**src/rtl/uart_rx_pkg.sv**
```systemverilog
// Shared constants for the UART receiver: memory-map addresses, status bit positions,
// FSM state encoding and the default bit period.
package uart_rx_pkg;

    localparam int unsigned DEF_CLKS_PER_BIT = 434;

    localparam logic [11:0] UART_STATUS    = 12'h800;
    localparam logic [11:0] UART_DATA      = 12'h801;
    localparam logic [11:0] UART_RX_STATUS = 12'h802;
    localparam logic [11:0] UART_RX_DATA   = 12'h803;

    localparam int unsigned STAT_FULL_BIT  = 0;
    localparam int unsigned STAT_OVR_BIT   = 1;
    localparam int unsigned STAT_FERR_BIT  = 2;

    typedef enum logic [2:0] {
        ST_IDLE  = 3'd0,
        ST_START = 3'd1,
        ST_DATA  = 3'd2,
        ST_STOP  = 3'd3,
        ST_BREAK = 3'd4
    } rx_state_e;

endpackage

```
**src/rtl/uart_rx_if.sv**
```systemverilog
// CPU/pin-side signal bundle of the UART receiver; slave is the receiver, master drives it.
interface uart_rx_if;

    logic       rx;
    logic       rd_ack;
    logic       clr_err;
    logic [7:0] rx_data;
    logic       rx_full;
    logic       rx_valid;
    logic       overrun;
    logic       frame_err;

    modport master (
        output rx, rd_ack, clr_err,
        input  rx_data, rx_full, rx_valid, overrun, frame_err
    );

    modport slave (
        input  rx, rd_ack, clr_err,
        output rx_data, rx_full, rx_valid, overrun, frame_err
    );

endinterface

```
**src/rtl/uart_rx_sync_2ff.sv**
```systemverilog
// Two-flop synchroniser for asynchronous inputs, with a configurable reset value.
module sync_2ff #(
    parameter int unsigned     WIDTH   = 1,
    parameter logic [WIDTH-1:0] RST_VAL = '1
) (
    input  logic             clock,
    input  logic             n_rst,
    input  logic [WIDTH-1:0] d,
    output logic [WIDTH-1:0] q
);

    logic [WIDTH-1:0] meta_q;
    logic [WIDTH-1:0] sync_q;

    always_ff @(posedge clock) begin
        if (!n_rst) begin
            meta_q <= RST_VAL;
            sync_q <= RST_VAL;
        end else begin
            meta_q <= d;
            sync_q <= meta_q;
        end
    end

    assign q = sync_q;

endmodule

```
**src/rtl/uart_rx.sv**
```systemverilog
// 8N1 UART receiver: mid-bit sampling FSM feeding a one-entry read buffer with
// sticky overrun and framing-error flags.
module uart_rx
    import uart_rx_pkg::*;
#(
    parameter int unsigned CLKS_PER_BIT = DEF_CLKS_PER_BIT
) (
    input  logic       clock,
    input  logic       n_rst,
    uart_rx_if.slave   bus
);

    localparam int unsigned      CNT_W    = $clog2(CLKS_PER_BIT);
    localparam logic [CNT_W-1:0] CNT_LAST = CNT_W'(CLKS_PER_BIT - 1);
    localparam logic [CNT_W-1:0] CNT_HALF = CNT_W'(CLKS_PER_BIT / 2 - 1);

    logic             rx_s;
    rx_state_e        state_q, state_d;
    logic [CNT_W-1:0] cnt_q, cnt_d;
    logic [2:0]       idx_q, idx_d;
    logic [7:0]       shreg_q, shreg_d;
    logic [7:0]       rx_data_q, rx_data_d;
    logic             rx_full_q, rx_full_d;
    logic             rx_valid_q, rx_valid_d;
    logic             overrun_q, overrun_d;
    logic             frame_err_q, frame_err_d;
    logic             good_stop, bad_stop;

    sync_2ff #(.WIDTH(1), .RST_VAL(1'b1)) u_sync (
        .clock (clock),
        .n_rst (n_rst),
        .d     (bus.rx),
        .q     (rx_s)
    );

    always_ff @(posedge clock) begin
        if (!n_rst) begin
            state_q     <= ST_IDLE;
            cnt_q       <= '0;
            idx_q       <= '0;
            shreg_q     <= '0;
            rx_data_q   <= '0;
            rx_full_q   <= 1'b0;
            rx_valid_q  <= 1'b0;
            overrun_q   <= 1'b0;
            frame_err_q <= 1'b0;
        end else begin
            state_q     <= state_d;
            cnt_q       <= cnt_d;
            idx_q       <= idx_d;
            shreg_q     <= shreg_d;
            rx_data_q   <= rx_data_d;
            rx_full_q   <= rx_full_d;
            rx_valid_q  <= rx_valid_d;
            overrun_q   <= overrun_d;
            frame_err_q <= frame_err_d;
        end
    end

    // Frame sequencing: half-bit wait validates the start bit, then full-bit steps land mid-bit.
    always_comb begin
        state_d   = state_q;
        cnt_d     = cnt_q;
        idx_d     = idx_q;
        shreg_d   = shreg_q;
        good_stop = 1'b0;
        bad_stop  = 1'b0;
        unique case (state_q)
            ST_IDLE: begin
                if (!rx_s) begin
                    state_d = ST_START;
                    cnt_d   = '0;
                end
            end
            ST_START: begin
                if (cnt_q == CNT_HALF) begin
                    cnt_d = '0;
                    idx_d = '0;
                    state_d = rx_s ? ST_IDLE : ST_DATA;
                end else begin
                    cnt_d = cnt_q + CNT_W'(1);
                end
            end
            ST_DATA: begin
                if (cnt_q == CNT_LAST) begin
                    cnt_d   = '0;
                    shreg_d = {rx_s, shreg_q[7:1]};
                    if (idx_q == 3'd7) state_d = ST_STOP;
                    else               idx_d   = idx_q + 3'd1;
                end else begin
                    cnt_d = cnt_q + CNT_W'(1);
                end
            end
            ST_STOP: begin
                if (cnt_q == CNT_LAST) begin
                    cnt_d     = '0;
                    good_stop = rx_s;
                    bad_stop  = !rx_s;
                    state_d   = rx_s ? ST_IDLE : ST_BREAK;
                end else begin
                    cnt_d = cnt_q + CNT_W'(1);
                end
            end
            ST_BREAK: begin
                if (rx_s) state_d = ST_IDLE;
            end
            default: state_d = ST_IDLE;
        endcase
    end

    // Read buffer and sticky flags; a flag being set outranks a same-cycle clear.
    always_comb begin
        rx_data_d   = rx_data_q;
        rx_full_d   = rx_full_q;
        rx_valid_d  = good_stop;
        overrun_d   = overrun_q;
        frame_err_d = frame_err_q;
        if (bus.clr_err) begin
            overrun_d   = 1'b0;
            frame_err_d = 1'b0;
        end
        if (bus.rd_ack) rx_full_d = 1'b0;
        if (good_stop) begin
            if (!rx_full_q || bus.rd_ack) begin
                rx_data_d = shreg_q;
                rx_full_d = 1'b1;
            end else begin
                overrun_d = 1'b1;
            end
        end
        if (bad_stop) frame_err_d = 1'b1;
    end

    assign bus.rx_data   = rx_data_q;
    assign bus.rx_full   = rx_full_q;
    assign bus.rx_valid  = rx_valid_q;
    assign bus.overrun   = overrun_q;
    assign bus.frame_err = frame_err_q;

endmodule

```
**src/flat_wrapper.sv**
```systemverilog
// flat-port wrapper written by rule: the top's interface ports become plain ports
module uart_rx_flat import uart_rx_pkg::*;
#(
    parameter int unsigned CLKS_PER_BIT = DEF_CLKS_PER_BIT
)
  (clock, n_rst, bus_rx, bus_rd_ack, bus_clr_err, bus_rx_data, bus_rx_full, bus_rx_valid, bus_overrun, bus_frame_err);
  uart_rx_if bus_i ();
  input  logic clock;
  input  logic n_rst;
  input wire logic [$bits(bus_i.rx)-1:0] bus_rx;
  input wire logic [$bits(bus_i.rd_ack)-1:0] bus_rd_ack;
  input wire logic [$bits(bus_i.clr_err)-1:0] bus_clr_err;
  output wire logic [$bits(bus_i.rx_data)-1:0] bus_rx_data;
  output wire logic [$bits(bus_i.rx_full)-1:0] bus_rx_full;
  output wire logic [$bits(bus_i.rx_valid)-1:0] bus_rx_valid;
  output wire logic [$bits(bus_i.overrun)-1:0] bus_overrun;
  output wire logic [$bits(bus_i.frame_err)-1:0] bus_frame_err;
  assign bus_i.rx = bus_rx;
  assign bus_i.rd_ack = bus_rd_ack;
  assign bus_i.clr_err = bus_clr_err;
  assign bus_rx_data = bus_i.rx_data;
  assign bus_rx_full = bus_i.rx_full;
  assign bus_rx_valid = bus_i.rx_valid;
  assign bus_overrun = bus_i.overrun;
  assign bus_frame_err = bus_i.frame_err;
  uart_rx #(.CLKS_PER_BIT(CLKS_PER_BIT)) u_core (.clock(clock), .n_rst(n_rst), .bus(bus_i));
endmodule
```
**config.mk**
```make
export PLATFORM = sky130hd
export DESIGN_NAME = uart_rx_flat
export DESIGN_NICKNAME = d
export VERILOG_FILES = /design/src/rtl/uart_rx_pkg.sv /design/src/rtl/uart_rx_if.sv /design/src/rtl/uart_rx_sync_2ff.sv /design/src/rtl/uart_rx.sv /design/src/flat_wrapper.sv
export SDC_FILE = /design/constraint.sdc
export NUM_CORES = 1
export LEC_CHECK = 0
export CAP_MARGIN = 20
export CORE_MARGIN = 1
export CORE_UTILIZATION = 60
export CTS_BUF_LIST = sky130_fd_sc_hd__clkbuf_16
export DETAILED_ROUTE_END_ITERATION = 8
export HOLD_SLACK_MARGIN = 0.12
export PLACE_DENSITY = 0.8
export SYNTH_ARGS = -nofsm -noshare
export SYNTH_HDL_FRONTEND = slang
export SYNTH_HIERARCHICAL = 1
export SYNTH_SLANG_ARGS = --single-unit
```
**constraint.sdc**
```tcl
create_clock -name clock -period 5.15 [get_ports clock]
set_input_delay 1.03 -clock clock [delete_from_list [all_inputs] [get_ports clock]]
set_output_delay 1.03 -clock clock [all_outputs]
set_load 0.05 [all_outputs]
```
==> results of run 1 <==
## layout make-up
class / instances / share of cell area [%]
Clock buffer: 5 / 6.10
Clock inverter: 3 / 2.01
Inverter: 3 / 0.549
Multi-Input combinational cell: 140 / 45.5
Sequential cell: 37 / 36.1
Tap cell: 31 / 1.89
Timing Repair Buffer: 16 / 7.81
## per-stage QoR
step / std cells / hold WS (ns)
floorplan: 190 / 0.386
global placement: 227 / 0.400
detailed placement: 227 / 0.400
CTS: 235 / 0.416
global route: 235 / 0.445
finish: 235 / 0.411
## cell families after synthesis
| logic type | Yosys count |
|---|---|
| AO/OA/AOI/OAI | 36 |
| adder cells (fa/ha/maj) | 5 |
| buffers and inverters | 13 |
| flip-flops | 37 |
| multiplexers | 16 |
| AND/OR/NAND/NOR | 83 |
## per-layer routing
metal	global-route usage (%)	routed length (um)
met5	0	0
met4	12.1	65
met3	6.05	133
met2	46.5	1790
met1	32.4	1680
## critical path: stages
cell and delay, ns:
clkdlybuf4s50_1 0.58, clkinv_1 0.75, nor4_1 0.50, o22ai_1 0.11
o21ai_0 0.11
## power breakdown
group / leakage, nW / internal (mW) / switching (mW)
logic: 0.402 / 0.00577 / 0.00929
clock network: 0.0775 / 0.226 / 0.112
registers: 0.298 / 0.288 / 0.00221
## sequential cells by signal, indices dropped and copies added (netlist names)
signal                flops
u_core/bus.frame_err      1
u_core/u_sync/meta_q      1
u_core/bus.rx_data        8
u_core/idx_q              3
u_core/bus.rx_valid       1
u_core/cnt_q              9
u_core/shreg_q            8
u_core/bus.overrun        1
u_core/bus.rx_full        1
u_core/state_q            3
u_core/u_sync/q           1
## cell usage in the layout (no fill, tap or decap), types with 3 or more instances in the layout
cell type,netlist,routed
a21oi_1,16,16
clkbuf_16,0,5
clkdlybuf4s50_1,0,16
dfxtp_1,37,37
ha_1,5,5
mux2i_1,16,16
nand2_1,14,14
nand2b_1,5,5
nand3_1,9,9
nor2_1,24,24
nor2b_1,3,3
nor3_1,4,4
nor4_1,4,4
o21ai_0,3,3
o22ai_1,7,7
## final timing paths
path / start / endpoint / slack (ns)
setup reg to reg: u_core/cnt_q[1] / u_core/cnt_q[8] / 3.01
hold reg to reg: u_core/u_sync/meta_q / u_core/u_sync/q / 0.41
hold / removal: u_core/u_sync/meta_q / u_core/u_sync/q / 0.41
setup / recovery: n_rst / u_core/cnt_q[6] / 2.28
==> summary.txt, run 1 <==
Worst hold path
  – Hold Path Class: reg2reg
  – Hold depth: 1

Clock network
  – Hold_buf cts: 0
  – Bufs on Longest Clock Path: 2
  – Root Buffer: clkbuf_16
  – Post-CTS setup buffer count: 0
  – Clk sinks: 37
  – Post_cts resized: 0
  – H-tree levels: 2
  – CTS Buf Count: 5
  – Clk_lat worst skew: 0.28 ns
  – Worst-path clk slew: roughly 0.05 ns
  – CTS tree: done

Final layout
  – Register area: roughly 740 um2
  – Final net count: ~210
  – Share of layout cells above drive strength 1: between 6 and 7%
  – # fillers: about 200
  – P&R area growth vs syn: 18.4%
  – Final instance area: between 0.002 and 0.0025 mm2
  – Area of the multi-input gates: approximately 930 um2
  – N_diodes: 0
  – Post-layout util: between 70% and 80%

GRT
  – Grt ovf: 0
  – Largest net degree at the start of global routing: 35
  – Initial antenna violation count: 0
  – Vias in the first global route: between 1500 and 2000
  – Total GRT Usage: a little over a quarter
  – Global-route wire length before repair: 6710 um

Synth
  – Post-Synth Adder-Cell Area: 3.61%
  – Mapped Area: 0.00173 mm2
  – FFs w/ async S/R, synth: 0%
  – Main combinational cell family by area after synthesis: simple AND/OR/NAND/NOR gates
  – Synth Area in XOR/XNOR: 0%
  – Post-synth top area share: 42.8%
  – Post-synthesis mux area share: 9.25%
  – Primary FF master, synth: dfxtp_1
  – Syn_area_per_cell: approximately 9 um2
  – Cell with the most instances after synthesis: dfxtp_1
  – Synthesized-area fraction occupied by and/or/nand/nor cells: between 20 and 30%
  – Register area share after synthesis: 42.8%
  – Cell taking the most area after synthesis: dfxtp_1
  – Synth Area in Compound Gates: roughly an eighth
  – EDFF count, synth: 0
  – Synth Instances: 190
  – Syn. warnings: 6
  – Leading post-synthesis cells by cell area: dfxtp_1 43%, mux2i_1 9.2%, nor2_1 5.2%
  – Flops & latches, synth: 37
  – Post-synth top cells: 37 x dfxtp_1, 24 x nor2_1, 16 x a21oi_1, 16 x mux2i_1, 14 x nand2_1
  – Post-synth cell types: 42
  – Post-synth net total: 200

Timing
  – Fmax: ~350 MHz
  – Worst Clk Skew: roughly 0.0032 ns
  – Fin crit period: between 2 and 3 ns
  – RSZ-0062 raised after global routing: false
  – Final-report max-slew violation count: 0
  – Setup Viol. Count Final: 0
  – Worst-margin pin slew: roughly 0.93 ns
  – Hold Vio Cnt, Final: 0
  – Min setup slack post-route: about 2.3 ns
  – Relative slew slack: approximately two fifths
  – Crit share post-route: a little under three fifths
  – Setup TNS: 0 ns

Floorplan
  – DIE WIDTH: 55.7 um
  – IO Count: 17
  – Std cell rows: 19
  – Core Box Area: between 0.002 and 0.003 mm2
  – Starting Density: between 60% and 70%
  – Die ar.: 0.00310 mm2
  – Die height: around 56 um

Place
  – Placed Area: approximately 0.0019 mm2
  – Final GP Congestion: about 0.84
  – Port Buffers: 16
  – HPWL after DPL: between 2000 and 2500 um
  – Pre-CTS WS: 2.00 ns

Route
  – Initial DRC Count: 50
  – Post-route antenna net violation count: 0
  – Vias per cell: 6.23
  – WL/cell: between 15 and 20 um
  – TritonRoute pass-1 iters: 4
  – Total Wirelength: around 3700 um
  – Vias after detailed routing: between 1000 and 1500
  – Post-route DRC: 0

Worst setup path
  – Reg2Reg Depth: 6
  – Setup crit end kind: flip-flop
  – WP data required: ~5.4 ns
  – Crit path DAT: about 3.1 ns
  – Critical path class: in2reg
  – Setup crit start kind: input pin
  – Worst Path Max Fanout: 34

Run status
  – Outcome: finished, final reports clean

Power and ir drop
  – PwrDens: roughly 310 mW/mm2
  – Peak supply drop: between 0.3 and 0.4 mV
  – Final Power: 643 uW
  – Static leakage: ~0.8 nW

Job
  – Max-cap viol count: 0
(Power assumes the default switching activity.)
==> inputs of run 2 (changes only) <==
--- a/config.mk
+++ b/config.mk
@@ -7,11 +7,11 @@
 export LEC_CHECK = 0
 export CAP_MARGIN = 20
 export CORE_MARGIN = 1
-export CORE_UTILIZATION = 60
+export CORE_UTILIZATION = 50
 export CTS_BUF_LIST = sky130_fd_sc_hd__clkbuf_16
 export DETAILED_ROUTE_END_ITERATION = 8
 export HOLD_SLACK_MARGIN = 0.12
-export PLACE_DENSITY = 0.8
+export PLACE_DENSITY = 0.71
 export SYNTH_ARGS = -nofsm -noshare
 export SYNTH_HDL_FRONTEND = slang
 export SYNTH_HIERARCHICAL = 1
==> constraint.sdc (replaced) <==
create_clock -name clock -period 2.46 [get_ports clock]
set_input_delay 0.492 -clock clock [delete_from_list [all_inputs] [get_ports clock]]
set_output_delay 0.492 -clock clock [all_outputs]
set_load 0.05 [all_outputs]
==> summary.txt, run 2 (same netlist as run 1, synthesis figures left out) <==
Power and ir drop
  – Static leakage: 0.789 nW
  – Final Power: ~1.2 mW
  – Peak supply drop: ~0.46 mV
  – PwrDens: about 600 mW/mm2

Worst hold path
  – Hold Path Class: reg2reg

Final layout
  – Commonest non-fill, non-tap cell in the layout: dfxtp_1
  – # fillers: a little over 300
  – P&R area growth vs syn: 19.6%
  – Final net count: ~220
  – Final instance area: between 0.002 and 0.0025 mm2
  – Most frequent cells in the layout: 37 x dfxtp_1, 24 x nor2_1, 16 x clkdlybuf4s50_1, 16 x mux2i_1, 16 x a21oi_1
  – N_diodes: 0
  – Share of layout cells above drive strength 1: 8.17%
  – Reg with most FFs: u_core/cnt_q
  – Max FFs per register: 9

Place
  – Placed Area: 0.00193 mm2
  – Pre-CTS WS: a little under 0.4 ns
  – Final GP Congestion: approximately 0.89
  – Port Buffers: 16
  – HPWL after DPL: 2450 um

Clock network
  – Post_cts resized: 0
  – Hold_buf cts: 0
  – Root Buffer: clkbuf_16
  – Clk_lat worst skew: about 0.28 ns
  – Post-CTS setup buffer count: 0
  – Bufs on Longest Clock Path: 2
  – H-tree levels: 2
  – Clk sinks: 37
  – CTS tree: done
  – Worst-path clk slew: about 0.050 ns
  – CTS Buf Count: 5

Route
  – Total Wirelength: about 3500 um
  – Initial DRC Count: 126
  – Vias per cell: 5.75
  – WL/cell: approximately 14 um
  – TritonRoute pass-1 iters: 4
  – Vias after detailed routing: ~1500
  – Post-route DRC: 0
  – Post-route antenna net violation count: 0

Timing
  – Final-report max-slew violation count: 0
  – Worst Clk Skew: about 0.0028 ns
  – RSZ-0062 raised after global routing: false
  – Setup Viol. Count Final: 0
  – Setup TNS: 0 ns
  – Crit share post-route: between 80% and 90%
  – Min setup slack post-route: 0.308 ns
  – Fmax: between 400 and 500 MHz
  – Worst-margin pin slew: 0.910 ns
  – Fin crit period: 2.15 ns
  – Hold Vio Cnt, Final: 0
  – Worst Hold Margin: 0.409 ns
  – Relative slew slack: 39.3%

GRT
  – Global-route wire length before repair: 5690 um
  – Largest net degree at the start of global routing: 16
  – Initial antenna violation count: 0
  – Vias in the first global route: roughly 1300
  – Total GRT Usage: between 20 and 25%
  – Grt ovf: 0

Floorplan
  – Std cell rows: 21
  – IO Count: 17
  – Core Box Area: roughly 0.0033 mm2
  – Die height: slightly above 60 um
  – Starting Density: about half
  – DIE WIDTH: between 60 and 70 um
  – Die ar.: 0.00370 mm2

Job
  – Max-cap viol count: 0

Worst setup path
  – Setup crit end kind: flip-flop
  – Critical path class: reg2reg
  – Setup crit start kind: flip-flop
  – Crit path DAT: around 2.3 ns
  – Worst Path Max Fanout: 12
  – WP data required: roughly 2.7 ns

Run status
  – Outcome: finished, final reports clean
## run 2: area by class of cell
| cell class | instances | area (um2) | share of cell area, % |
|---|---|---|---|
| sequential | 37 | 741 | 35.8 |
| tap | 46 | 57.6 | 2.78 |
| inverter | 3 | 11.3 | 0.544 |
| multi-input combinational | 140 | 933 | 45.1 |
| clock inverter | 3 | 12.5 | 0.604 |
| timing repair buffer | 20 | 190 | 9.18 |
| clock buffer | 5 | 125 | 6.04 |
## run 2: metal layers
| layer | up-vias | share of wire (%) | track usage, % |
|---|---|---|---|
| met3 | 6 | 5.9 | 7.25 |
| met1 | 688 | 44 | 25.6 |
| li1 | 720 | - | - |
| met4 | 0 | 2.2 | 13.0 |
| met2 | 46 | 47 | 33.4 |
| met5 | - | 0 | 0 |
## run 2: through the flow
stage	std cells	utilization, %
after global placement	246	57.9
final	254	62.1
after global routing	254	62.1
after CTS	254	62.1
after floorplan	190	-
after detailed placement	246	57.9
## run 2: final timing paths
| kind | slack [ns] | from | endpoint | cells past startpoint |
|---|---|---|---|---|
| hold / removal | 0.41 | u_core/u_sync/meta_q | u_core/u_sync/q | 1 |
| hold reg to reg | 0.41 | u_core/u_sync/meta_q | u_core/u_sync/q | 1 |
| setup reg to reg | 0.31 | u_core/cnt_q[1] | u_core/cnt_q[0] | 6 |
| setup / recovery | 0.31 | u_core/cnt_q[1] | u_core/cnt_q[0] | 6 |
## run 2: worst max-delay path, stage by stage (launching register included)
cell and delay [ns]:
dfxtp_1 0.38, inv_1 0.09, ha_1 0.22, and4b_1 0.27
a21oi_1 0.73, nor3_1 0.10, a211oi_1 0.27
## run 2: power breakdown
group / leakage [nW] / total, mW / internal (mW) / switching (mW)
clock network: 0.0687 / 0.597 / 0.366 / 0.231
registers: 0.298 / 0.607 / 0.603 / 0.00463
logic: 0.422 / 0.0350 / 0.0148 / 0.0203
total: 0.789 / 1.24 / 0.983 / 0.256
